==> config.mk <==
export PLATFORM = sky130hd
export DESIGN_NAME = audio_sequencer
export DESIGN_NICKNAME = d
export VERILOG_FILES = /design/src/rtl/audio_pkg.sv /design/src/rtl/lfsr16.sv /design/src/rtl/audio_sequencer.sv
export SDC_FILE = /design/constraint.sdc
export NUM_CORES = 1
export LEC_CHECK = 0
export BUFFER_PORTS_ARGS = -buffer_cell sky130_fd_sc_hd__buf_2
export CORE_MARGIN = 2
export CORE_UTILIZATION = 30
export CTS_BUF_LIST = sky130_fd_sc_hd__clkbuf_4
export CTS_CLUSTER_DIAMETER = 80
export CTS_CLUSTER_SIZE = 40
export DETAILED_ROUTE_END_ITERATION = 10
export PLACE_DENSITY = 0.58
export SLEW_MARGIN = 20
export SYNTH_ARGS = -nofsm -noshare
export SYNTH_HDL_FRONTEND = slang
export SYNTH_SLANG_ARGS = --single-unit
==> constraint.sdc <==
create_clock -name clk -period 2.7 [get_ports clk]
set_clock_uncertainty 0.05 [all_clocks]
set_input_delay 0.54 -clock clk [delete_from_list [all_inputs] [get_ports clk]]
set_output_delay 0.54 -clock clk [all_outputs]
set_load 0.005 [all_outputs]
==> src/rtl/audio_pkg.sv <==
// Shared constants for the audio sequencer: melody ROM, noise LFSR seed and
// feedback taps, voice window offsets and the kick row limit.
package audio_pkg;

    // 16-bit Fibonacci LFSR, polynomial x^16 + x^14 + x^13 + x^11 + 1.
    // The register shifts right, so those taps sit at bits 0, 2, 3 and 5.
    localparam logic [15:0] LFSR_SEED = 16'hACE1;
    localparam logic [15:0] LFSR_TAPS = 16'h002D;

    // Left edge of the snare and lead windows, and first row without kick.
    localparam logic [9:0] SNARE_OFFSET   = 10'd32;
    localparam logic [9:0] LEAD_OFFSET    = 10'd64;
    localparam logic [9:0] KICK_ROW_LIMIT = 10'd255;

    // Melody: note-counter reload threshold per step, in scanlines.
    function automatic logic [8:0] note_rom(input logic [2:0] idx);
        logic [8:0] f;
        case (idx)
            3'd0:    f = 9'd151;
            3'd1:    f = 9'd26;
            3'd2:    f = 9'd40;
            3'd3:    f = 9'd60;
            3'd4:    f = 9'd90;
            3'd5:    f = 9'd143;
            3'd6:    f = 9'd23;
            default: f = 9'd35;
        endcase
        return f;
    endfunction

endpackage

==> src/rtl/lfsr16.sv <==
// 16-bit Fibonacci LFSR noise source.
//   clk   : clock
//   rst_n : synchronous active-low reset, loads SEED
//   step  : advance one position when high
//   q     : current register contents
module lfsr16
    import audio_pkg::*;
#(
    parameter logic [15:0] SEED = LFSR_SEED
) (
    input  logic        clk,
    input  logic        rst_n,
    input  logic        step,
    output logic [15:0] q
);

    logic feedback;

    assign feedback = ^(q & LFSR_TAPS);

    always_ff @(posedge clk) begin
        if (!rst_n) begin
            q <= SEED;
        end else if (step) begin
            q <= {feedback, q[15:1]};
        end
    end

endmodule

==> src/rtl/audio_sequencer.sv <==
// Beam-position driven 1-bit audio sequencer (kick, snare, lead voices).
//   clk         : pixel clock
//   rst_n       : synchronous active-low reset
//   hpos, vpos  : beam column / row
//   line_start  : one-cycle pulse at start of each scanline
//   frame_start : one-cycle pulse at start of each frame
//   mute        : forces audio low, all counters keep running
//   audio       : registered PWM audio output
//   frame_count : timer[12:1]
//   note_idx    : current melody step, timer[7:5]
module audio_sequencer
    import audio_pkg::*;
#(
    parameter logic [2:0]  VOICE_MASK = 3'b111,
    parameter int unsigned NOISE_DIV  = 3
) (
    input  logic        clk,
    input  logic        rst_n,
    input  logic [9:0]  hpos,
    input  logic [9:0]  vpos,
    input  logic        line_start,
    input  logic        frame_start,
    input  logic        mute,
    output logic        audio,
    output logic [11:0] frame_count,
    output logic [2:0]  note_idx
);

    localparam int unsigned DIV_W = (NOISE_DIV > 1) ? $clog2(NOISE_DIV) : 1;

    logic [12:0]      timer;
    logic [8:0]       note_cnt;
    logic             note;
    logic [DIV_W-1:0] div;
    logic             div_last;
    logic [15:0]      lfsr_q;
    logic [8:0]       note_freq;
    logic [4:0]       env_a;
    logic [4:0]       env_b;
    logic             kick;
    logic             snare;
    logic             lead;

    assign frame_count = timer[12:1];
    assign note_idx    = timer[7:5];

    // Registered timer feeds the ROM, so a coinciding frame_start does not
    // affect the threshold used on that same line_start.
    assign note_freq = note_rom(timer[7:5]);
    assign env_a     = 5'd31 - timer[4:0];
    assign env_b     = 5'd31 - {timer[3:0], 1'b0};
    assign div_last  = (div == DIV_W'(NOISE_DIV - 1));

    always_ff @(posedge clk) begin
        if (!rst_n) begin
            timer    <= '0;
            note_cnt <= '0;
            note     <= 1'b0;
            div      <= '0;
        end else begin
            if (frame_start) begin
                timer <= timer + 13'd1;
            end
            if (line_start) begin
                if (note_cnt > note_freq) begin
                    note_cnt <= '0;
                    note     <= ~note;
                end else begin
                    note_cnt <= note_cnt + 9'd1;
                end
                div <= div_last ? '0 : div + DIV_W'(1);
            end
        end
    end

    lfsr16 #(
        .SEED(LFSR_SEED)
    ) u_lfsr (
        .clk  (clk),
        .rst_n(rst_n),
        .step (line_start & div_last),
        .q    (lfsr_q)
    );

    // Windows are [offset, offset+env); env==0 collapses them to nothing.
    always_comb begin
        kick  = (vpos < KICK_ROW_LIMIT) && (hpos < {5'b0, env_a});
        snare = lfsr_q[0] && (timer[5:4] == 2'b10)
                && (hpos >= SNARE_OFFSET) && (hpos < SNARE_OFFSET + {5'b0, env_b});
        lead  = note
                && (hpos >= LEAD_OFFSET) && (hpos < LEAD_OFFSET + {5'b0, env_b});
    end

    always_ff @(posedge clk) begin
        if (!rst_n) begin
            audio <= 1'b0;
        end else begin
            audio <= ~mute & |({lead, snare, kick} & VOICE_MASK);
        end
    end

endmodule

==> results of run 1 <==
[layer usage]
metal / up-vias / routed length, um
met5: - / 0
met4: 0 / 46
met3: 4 / 144
met2: 25 / 2120
met1: 841 / 1990
li1: 957 / -
[where the power goes]
part           switching (W)  internal (W)
sequential         0.0000154      0.000633
combinational      0.0000447     0.0000458
clock               0.000195      0.000108
total               0.000255      0.000787
[registers in the layout, indices dropped and copies added (netlist names)]
name	count
audio	1
note_cnt	9
div	2
u_lfsr.q	16
note	1
timer	13
[worst reg2reg max path: stages, from the launching register on]
cell and delay [ns]:
dfxtp_1 0.43, nor2b_1 0.19, mux2_2 0.27, ha_1 0.28
and4_1 0.21, a2111oi_0 0.44, buf_4 0.20, o31ai_2 0.06
buf_4 0.17, nor2_1 0.10
[through the flow]
step,total power (W),worst slack [ns]
global route,0.00110,0.00621
detailed placement,0.000755,0.186
finish,0.00104,0.222
CTS,0.00106,0.142
global placement,0.000752,0.304
floorplan,0.000720,0.286
[cell families (layout without fill, tap and decap cells)]
family	count (synthesis)	in the layout	synth area share, %
compound gates	38	38	11.1
xor+xnor	21	21	7.92
fa+ha+maj	18	18	9.70
buf+inv	32	58	8.57
flops	42	42	36.2
mux	3	3	1.35
simple gates	116	116	25.2
[worst max-delay path by stage]
stage          slack (ns)     endpoint  cells past startpoint      from
3_3_place_gp         0.30  note_cnt[8]                     10  timer[7]
4_1_cts              0.14  note_cnt[7]                     10  timer[7]
6_report             0.22  note_cnt[7]                      9  timer[6]
3_5_place_dp         0.19  note_cnt[2]                     10  timer[7]
5_1_grt             0.006  note_cnt[3]                      9  timer[6]
2_1_floorplan        0.29  note_cnt[0]                      8  timer[6]
[cell usage after synthesis, drive strengths merged]
library cell / number
a2111oi: 1
a211oi: 3
a21boi: 13
a21o: 2
a21oi: 5
a31oi: 1
and2: 9
and4: 1
buf: 19
clkbuf: 7
dfxtp: 42
ha: 18
inv: 6
mux2: 1
mux2i: 2
nand2: 48
nand2b: 2
nand3: 11
nand3b: 1
nand4: 9
nand4b: 1
nor2: 16
nor2b: 4
nor3: 2
nor4: 3
nor4b: 1
o211ai: 1
o21ai: 9
o31ai: 2
o41ai: 1
or2: 2
or3: 4
or4: 2
xnor2: 16
xor2: 5
[layout make-up]
| class | count | share of cell area, % |
|---|---|---|
| clock buffer | 6 | 1.76 |
| clock inverter | 2 | 0.342 |
| inverter | 6 | 0.880 |
| multi-input combinational | 196 | 50.1 |
| sequential | 42 | 33.0 |
| tap | 102 | 4.99 |
| timing repair buffer | 44 | 9.00 |
[repair_timing]
action	CTS	global route
gates resized for setup	0	2
endpoints found under the setup margin	0	10
hold buffers	0	0
==> impl_metrics.yaml, run 1 <==
cells_and_area:
  post-route-cell-area_um2: 2560
  multi_input_area_um2: 1280
  layout.cells.most_common_list: "48 x nand2_1, 40 x dfxtp_1, 40 x buf_2, 18 x ha_1"
  fraction_of_final_layout_cells_sized_beyond_drive_strength_1_pct: 20.6
  layout.cells.non_filler: 398
  nNetsFinal: 338
  p_r_area_growth_vs_syn_pct: 10.2
  fin_util_pct: 33.6
  mostFrequentLayoutCell: "nand2_1"
  nFillCells: 833
  area.sequential_um2: 843
  antennaDiodeCount: 0
synthesis:
  synthesis.instances: 270
  postSynthNetCount: 313
  syn_area_per_cell_um2: 8.60
  netlist_top_cells_area: "dfxtp_1 36%, ha_1 9.7%, nand2_1 7.8%"
  synth-seq-area-share_pct: 36.2
  yosysWarningCount: 0
  synthesis.area_um2: 2320
  yosysTopAreaCell: "dfxtp_1"
  yosysUniqueCellTypes: 43
  synth_seq_cells: 42
  synth_top_area_share_pct: 36.2
clocking:
  cts_num_sinks: 42
  cts.reportedPaths.clkPinSlew_ns: 0.12
  clock_network_latency_to_the_later_pin_of_the_worst_skew_pair_ns: 0.35
  tritoncts: "done"
  clock_tree.root_cell: "clkbuf_4"
  cts-htree-levels: 2
  cts-buffers-inserted: 5
  cts_setup_buffers: 0
  cts-root-to-sink-buffers: 2
setup_path:
  worst_r2r_startpoint: "timer[6]"
  timing.critical_path.arrival_ns: 2.72
  element_type_at_the_critical_path_start: "flip-flop"
  worst-setup-path-type: "flip-flop to flip-flop"
  r2r.worst_path.cells: 9
  worst_path_most_repeated_cell: "buf_4"
  max_stage_delay_ns: 0.44
  crit-reg2reg-capture: "note_cnt[7]"
  critPathBufInv: 2
  crit_path_end_kind: "flip-flop"
  crit_path_top_delay_cell: "a2111oi_0"
  critPathRequiredTime_ns: 2.94
  timing.critical_path.cells: "nor2b_1 > mux2_2 > ha_1 > and4_1 > a2111oi_0 > buf_4 > o31ai_2 > buf_4 > nor2_1"
  worst_path_dominant_cell_family: "simple AND/OR/NAND/NOR gates"
  worst-r2r-setup-slack_ns: 0.22
  worst-path-max-fanout: 11
drt:
  post-route-drc-count: 0
  detailedRoute.firstIterationViolations: 69
  vias: 1827
  drtPass1Iterations: 4
  final_antenna_net_count: 0
  drt-total-wl_mm: 4.30
  via_per_inst: 4.59
  route.detailed.wl_per_inst_um: 10.8
floorplanning:
  fp.dieArea_um2: 8460
  num_rows: 32
  initial_core_util_pct: 30.5
  ioPinCount: 41
  dieWidth_um: 92.0
  floorplan.core_area_um2: 7610
  chipHeight_um: 92.0
timing:
  slew_viol_final: 0
  final_min_period_over_clock_period_pct: 91.8
  finalCriticalPeriod_ns: 2.48
  achievable_freq_mhz: 404
  setup_tns_final_ns: 0
  rsz0062_at_grt: "false"
  whs_ns: 0.417
  max_slew.worst_pin.slew_ns: 0.398
  report.final.hold_viol_count: 0
  slew_headroom_pct: 72.8
  report.final.setup_viol: 0
grt:
  grtUsageMet1_pct: 14.0
  grt_max_degree: 24
  gr-usage-met2_pct: 19.4
  grt_use_total_pct: 11.3
  grt_pass1_vias: 1733
  antenna_found_initial: 0
  gr-max-usage-layer: "met2"
  grt_pass1_wl_mm: 7.83
  global_route.usage.met3_pct: 2.14
  grt_remaining_overflow: 0
power:
  powerDensity_nw_per_um2: 407
  worst_ir_drop_vdd_v: 0.000147
  leakagePower_nw: 1.08
job:
  cap_viol_max_count: 0
hold_path:
  hold-path-endpoint: "u_lfsr.q[14]"
  min-delay-start: "u_lfsr.q[15]"
  timing.hold.worst.class: "flip-flop to flip-flop"
  hold_depth: 2
place:
  total_instance_count_after_detailed_placement: 390
  io_buffers: 40
  dpl-instance-area_um2: 2500
  place.detailed.hpwl_mm: 3.34
  global_placer_s_final_weighted_congestion: 0.704
status:
  run_status: "finished clean"
Note: power is estimated with default switching activity, not from simulation.
==> run 2: changes to the inputs <==
--- a/config.mk
+++ b/config.mk
@@ -5,6 +5,7 @@
 export SDC_FILE = /design/constraint.sdc
 export NUM_CORES = 1
 export LEC_CHECK = 0
+export ABC_AREA = 1
 export BUFFER_PORTS_ARGS = -buffer_cell sky130_fd_sc_hd__buf_2
 export CORE_MARGIN = 2
 export CORE_UTILIZATION = 30
@@ -13,7 +14,6 @@
 export CTS_CLUSTER_SIZE = 40
 export DETAILED_ROUTE_END_ITERATION = 10
 export PLACE_DENSITY = 0.58
-export SLEW_MARGIN = 20
 export SYNTH_ARGS = -nofsm -noshare
 export SYNTH_HDL_FRONTEND = slang
 export SYNTH_SLANG_ARGS = --single-unit
==> impl_metrics.yaml, run 2 <==
setup_path:
  crit_path_end_kind: "flip-flop"
  worst_r2r_startpoint: "timer[5]"
  worst-path-max-fanout: 10
  timing.critical_path.arrival_ns: 2.42
  max_stage_delay_ns: 0.52
  element_type_at_the_critical_path_start: "flip-flop"
  timing.critical_path.cells: "nor2_1 > nand2_1 > o21ai_0 > a211oi_1 > ha_1 > nand2_1 > nand2_1 > nand2_1 > nand2_1 > nand2_1 > nand3_1 > nand2_1 > nand2_2 > nor2_1"
  crit_path_top_delay_cell: "dfxtp_1"
  worst_path_dominant_cell_family: "simple AND/OR/NAND/NOR gates"
  critPathRequiredTime_ns: 2.95
  worst-setup-path-type: "flip-flop to flip-flop"
  critPathBufInv: 0
  crit_path_start: "timer[5]"
  worst_path_most_repeated_cell: "nand2_1"
place:
  io_buffers: 40
  place.detailed.hpwl_mm: 3.48
  dpl-instance-area_um2: 2530
  global_placer_s_final_weighted_congestion: 0.782
power:
  power_switching_share_pct: 26.7
  worst_ir_drop_vdd_v: 0.000137
  sequential_power_share_pct: 61.3
  p_int_w: 0.000785
  power.share.combinational_pct: 9.8
  power.clock.fraction_pct: 28.9
  powerDensity_nw_per_um2: 414
  power.switching_w: 0.000287
  leakagePower_nw: 1.21
drt:
  drt-total-wl_mm: 4.58
  vias: 2008
  final_antenna_net_count: 0
  route.detailed.wl_per_inst_um: 10.1
  drtPass1Iterations: 4
  detailedRoute.firstIterationViolations: 76
  post-route-drc-count: 0
  via_per_inst: 4.42
floorplanning:
  fp.dieArea_um2: 8560
  ioPinCount: 41
  initial_core_util_pct: 30.7
  chipHeight_um: 92.5
  num_rows: 32
  dieWidth_um: 92.5
  floorplan.core_area_um2: 7650
hold_path:
  min-delay-start: "hpos[9]"
  timing.hold.worst.class: "input pin to flip-flop"
grt:
  grt_pass1_vias: 1797
  grt_use_total_pct: 11.4
  grt_remaining_overflow: 0
  antenna_found_initial: 0
  grt_pass1_wl_mm: 7.88
  grt_max_degree: 19
synthesis:
  synthArstFlopShare_pct: 0
  synthesis.area_um2: 2350
  yosys_most_used_dff: "dfxtp_1"
  yosysUniqueCellTypes: 30
  synth-seq-area-share_pct: 35.8
  synth-edff-count: 0
  synth_top_cells_by_count: "68 x nand2_1, 55 x nor2_1, 42 x dfxtp_1"
  yosysTopAreaCell: "dfxtp_1"
  synthesis.instances: 326
  postSynthNetCount: 369
  synth_seq_cells: 42
  synth_top_area_share_pct: 35.8
  yosysWarningCount: 0
  netlist_top_cells_area: "dfxtp_1 36%, nand2_1 11%, ha_1 9.6%"
  syn_area_per_cell_um2: 7.21
  synthMostInstantiatedCell: "nand2_1"
clocking:
  holdBufCountCts: 0
  clock_network_latency_to_the_later_pin_of_the_worst_skew_pair_ns: 0.36
  cts-buffers-inserted: 5
  cts-htree-levels: 2
  cts_num_sinks: 42
  cts.repair.resized: 0
  cts_setup_buffers: 0
  tritoncts: "done"
  cts-root-to-sink-buffers: 2
  cts.reportedPaths.clkPinSlew_ns: 0.14
  clock_tree.root_cell: "clkbuf_4"
timing:
  slew_headroom_pct: 76.8
  setup_tns_final_ns: 0
  rsz0062_at_grt: "false"
  achievable_freq_mhz: 460
  report.final.hold_viol_count: 0
  report.final.setup_viol: 0
  final_min_period_over_clock_period_pct: 80.4
  max_slew.worst_pin.slew_ns: 0.345
  slew_viol_final: 0
  finalCriticalPeriod_ns: 2.17
cells_and_area:
  top_flop_regs: "u_lfsr.q: 16 flops, timer: 13 flops, note_cnt: 9 flops"
  largest_register: "u_lfsr.q"
  antennaDiodeCount: 0
  nFillCells: 845
  layout.cells.most_common_list: "68 x nand2_1, 55 x nor2_1, 42 x dfxtp_1, 40 x buf_2, 29 x inv_1"
  nNetsFinal: 394
  post-route-cell-area_um2: 2590
  mostFrequentLayoutCell: "nand2_1"
  area.sequential_um2: 841
  fraction_of_final_layout_cells_sized_beyond_drive_strength_1_pct: 16.8
  p_r_area_growth_vs_syn_pct: 10.1
  multi_input_area_um2: 1240
  largest_reg_flops: 16
job:
  cap_viol_max_count: 0
status:
  run_status: "finished clean"
[run 2: per-stage QoR]
step / power, W / hold slack (ns) / instances / setup WS [ns] / utilization, %
6_report: 0.00107 / 0.361 / 454 / 0.528 / 33.8
5_1_grt: 0.00114 / 0.358 / 454 / 0.236 / 33.8
4_1_cts: 0.00110 / 0.353 / 454 / 0.537 / 33.8
3_5_place_dp: 0.000778 / 0.396 / 446 / 0.571 / 33.1
3_3_place_gp: 0.000776 / 0.393 / 446 / 0.679 / 33.1
2_1_floorplan: 0.000742 / 0.379 / 326 / 0.824 / -
[run 2: final cells by class]
type / instances / share of cell area (%)
clock buffer: 5 / 1.45
sequential: 42 / 32.5
inverter: 30 / 4.35
tap: 102 / 4.93
multi-input combinational: 231 / 48.1
timing repair buffer: 41 / 8.03
clock inverter: 3 / 0.629
[run 2: path summary, 6_finish.rpt]
path / slack (ns) / to / cells after the start
setup / recovery: 0.53 / note_cnt[7] / 14
hold / removal: 0.36 / audio / 4
setup reg to reg: 0.53 / note_cnt[7] / 14
hold reg to reg: 0.42 / u_lfsr.q[13] / 2
[run 2: per-layer routing]
layer	GRT usage, %	part of all wire [%]	routed length, um	up-vias
li1	-	-	-	1075
met1	14.3	49	2250	880
met2	19.0	44	2000	47
met3	2.52	5.7	261	6
met4	4.10	1.5	71	0
met5	0	0	0	-
[run 2: kinds of logic after synthesis]
kind of cell | synth area share [%]
muxes | 0.426
adders and majority gates | 9.58
buffers and inverters | 11.3
and+or+nand+nor | 30.9
AOI/OAI and AO/OA | 7.56
DFF | 35.8
xor gates and xnor gates | 4.47
[run 2: power by group through the flow]
stage / registers [W] / logic, W / clock network (W)
after floorplan: 0.000667 / 0.0000754 / 0
after global placement: 0.000671 / 0.000105 / 0
after detailed placement: 0.000671 / 0.000107 / 0
after CTS: 0.000658 / 0.000108 / 0.000331
after global routing: 0.000661 / 0.000125 / 0.000354
final: 0.000657 / 0.000105 / 0.000309
[run 2: worst reg2reg max path, delay by kind of cell, from the launching register on]
family / cells / cell delay, ns
fa+ha+maj: 1 / 0.28
simple gates: 11 / 0.94
compound gates: 2 / 0.31
flops: 1 / 0.52
==> run 3: changes to the inputs <==
--- a/config.mk
+++ b/config.mk
@@ -13,7 +13,7 @@
 export CTS_CLUSTER_DIAMETER = 80
 export CTS_CLUSTER_SIZE = 40
 export DETAILED_ROUTE_END_ITERATION = 10
-export PLACE_DENSITY = 0.58
+export PLACE_DENSITY = 0.6
 export SYNTH_ARGS = -nofsm -noshare
 export SYNTH_HDL_FRONTEND = slang
 export SYNTH_SLANG_ARGS = --single-unit
==> constraint.sdc (replaced) <==
create_clock -name clk -period 1.9 [get_ports clk]
set_clock_uncertainty 0.05 [all_clocks]
set_input_delay 0.38 -clock clk [delete_from_list [all_inputs] [get_ports clk]]
set_output_delay 0.38 -clock clk [all_outputs]
set_load 0.005 [all_outputs]
==> impl_metrics.yaml, run 3 (synthesis gave the netlist of run 2 again) <==
floorplanning:
  fp.dieArea_um2: 8560
  dieWidth_um: 92.5
  floorplan.core_area_um2: 7650
  initial_core_util_pct: 30.7
  num_rows: 32
  ioPinCount: 41
  chipHeight_um: 92.5
setup_path:
  r2r.worst_path.cells: 11
  worst-setup-path-type: "flip-flop to flip-flop"
  critPathRequiredTime_ns: 2.10
  timing.critical_path.arrival_ns: 2.11
  worst_r2r_startpoint: "timer[6]"
  worst-r2r-setup-slack_ns: -0.01
  crit_path_end_kind: "flip-flop"
  worst-path-max-fanout: 8
  element_type_at_the_critical_path_start: "flip-flop"
  crit-reg2reg-capture: "note_cnt[7]"
cells_and_area:
  largest_register: "u_lfsr.q"
  top_flop_regs: "u_lfsr.q: 16 flops, timer: 13 flops, note_cnt: 9 flops"
  antennaDiodeCount: 0
  largest_reg_flops: 16
  p_r_area_growth_vs_syn_pct: 23.9
  nNetsFinal: 414
  fraction_of_final_layout_cells_sized_beyond_drive_strength_1_pct: 28.6
  mostFrequentLayoutCell: "nand2_1"
  layout.cells.most_common_list: "63 x nand2_1, 45 x nor2_1, 40 x buf_2, 39 x dfxtp_1, 26 x inv_1"
clocking:
  clock_tree.root_cell: "clkbuf_4"
  cts.reportedPaths.clkPinSlew_ns: 0.13
  tritoncts: "done"
  holdBufCountCts: 0
  cts-htree-levels: 2
  cts-root-to-sink-buffers: 2
  cts_num_sinks: 42
  clock_network_latency_to_the_later_pin_of_the_worst_skew_pair_ns: 0.34
  cts-buffers-inserted: 5
grt:
  grt_pass1_vias: 2001
  antenna_found_initial: 0
  grt_remaining_overflow: 0
  grt_max_degree: 18
  grt_use_total_pct: 11.7
  grt_pass1_wl_mm: 8.20
timing:
  final_min_period_over_clock_period_pct: 101
  report.final.setup_viol: 6
  finalCriticalPeriod_ns: 1.91
  achievable_freq_mhz: 523
  postLayoutSetupSlackWorst_ns: -0.0121
  report.final.hold_viol_count: 0
  rsz0062_at_grt: "true"
  slew_headroom_pct: 73.7
  max_slew.worst_pin.slew_ns: 0.394
  setup_tns_final_ns: -0.0328
  whs_ns: 0.213
  slew_viol_final: 0
power:
  leakagePower_nw: 1.36
  power.clock.fraction_pct: 33.3
  sequential_power_share_pct: 56.5
  p_int_w: 0.00125
  power.share.combinational_pct: 10.1
  power.switching_w: 0.000399
  fin_total_pwr_w: 0.00164
  power_switching_share_pct: 24.2
  worst_ir_drop_vdd_v: 0.000344
  powerDensity_nw_per_um2: 564
drt:
  detailedRoute.firstIterationViolations: 59
  drt-total-wl_mm: 4.93
  route.detailed.wl_per_inst_um: 10.4
  drtPass1Iterations: 4
  via_per_inst: 4.41
  final_antenna_net_count: 0
  vias: 2087
  post-route-drc-count: 0
place:
  io_buffers: 40
  global_placer_s_final_weighted_congestion: 0.823
  place.detailed.hpwl_mm: 3.50
  pre_cts_ws_ns: -0.121
hold_path:
  hold_depth: 4
  timing.hold.worst.class: "input pin to flip-flop"
  min-delay-start: "hpos[9]"
  hold-path-endpoint: "audio"
job:
  cap_viol_max_count: 0
status:
  violated_checks: "setup timing"
  run_status: "finished with violations"
-- run 3: changes by cell type in the layout (fill, tap and decap cells not counted), sizes merged --
cell      before  now
buf           41   60
bufinv         0    1
clkinv         2    1
clkinvlp       1    0
nand2         71   72
-- run 3: worst max path at each step --
stage,start,to,depth (start not counted)
after global routing,timer[6],note_cnt[3],12
after detailed placement,timer[6],note_cnt[4],14
final,timer[6],note_cnt[7],11
after floorplan,timer[5],note_cnt[7],13
after global placement,timer[6],note_cnt[7],14
after CTS,timer[5],note_cnt[5],14
-- run 3: power by group through the flow --
stage / Combinational [W] / Sequential [W] / Clock [W]
6_report: 0.000166 / 0.000930 / 0.000548
5_1_grt: 0.000195 / 0.000935 / 0.000606
4_1_cts: 0.000157 / 0.000932 / 0.000574
3_5_place_dp: 0.000154 / 0.000954 / 0
3_3_place_gp: 0.000149 / 0.000953 / 0
2_1_floorplan: 0.000107 / 0.000948 / 0
-- run 3: worst max-delay path: stages (launching register included) --
cell	delay (ns)
dfxtp_4	0.40
buf_4	0.14
o21ai_2	0.15
inv_1	0.09
ha_4	0.28
nand2_1	0.08
nor2_4	0.13
nand3b_1	0.13
nand3_4	0.12
nand2_4	0.09
nand2_8	0.10
nor2_1	0.04
-- run 3: per-stage QoR --
stage / instance area [um^2] / utilization [%] / std cells
3_5_place_dp: 2640 / 34.5 / 460
4_1_cts: 2750 / 35.9 / 468
5_1_grt: 2910 / 38.1 / 473
3_3_place_gp: 2640 / 34.5 / 460
2_1_floorplan: 2350 / - / 326
6_report: 2910 / 38.1 / 473
-- run 3: final cells by class --
cell class	count	area (um^2)
Clock buffer	5	37.5
Clock inverter	2	33.8
Fill cell	771	4730
Inverter	30	115
Multi-Input combinational cell	232	1390
Sequential cell	42	852
Tap cell	102	128
Timing Repair Buffer	60	358
-- run 3: per-layer routing --
layer	share of wire, %	vias up	track usage [%]
met5	0	-	0
met4	1.7	0	4.48
met1	48	921	13.9
met2	46	46	20.6
met3	4.4	7	2.20
li1	-	1113	-
-- run 3: what timing repair did --
item                                    4_1_cts  5_1_grt
gates cloned                                  1        0
gates resized for setup                      12       34
hold endpoints to repair                      0        0
endpoints found under the setup margin       10       10
buffers inserted                              0        5
pin swaps                                     3       13
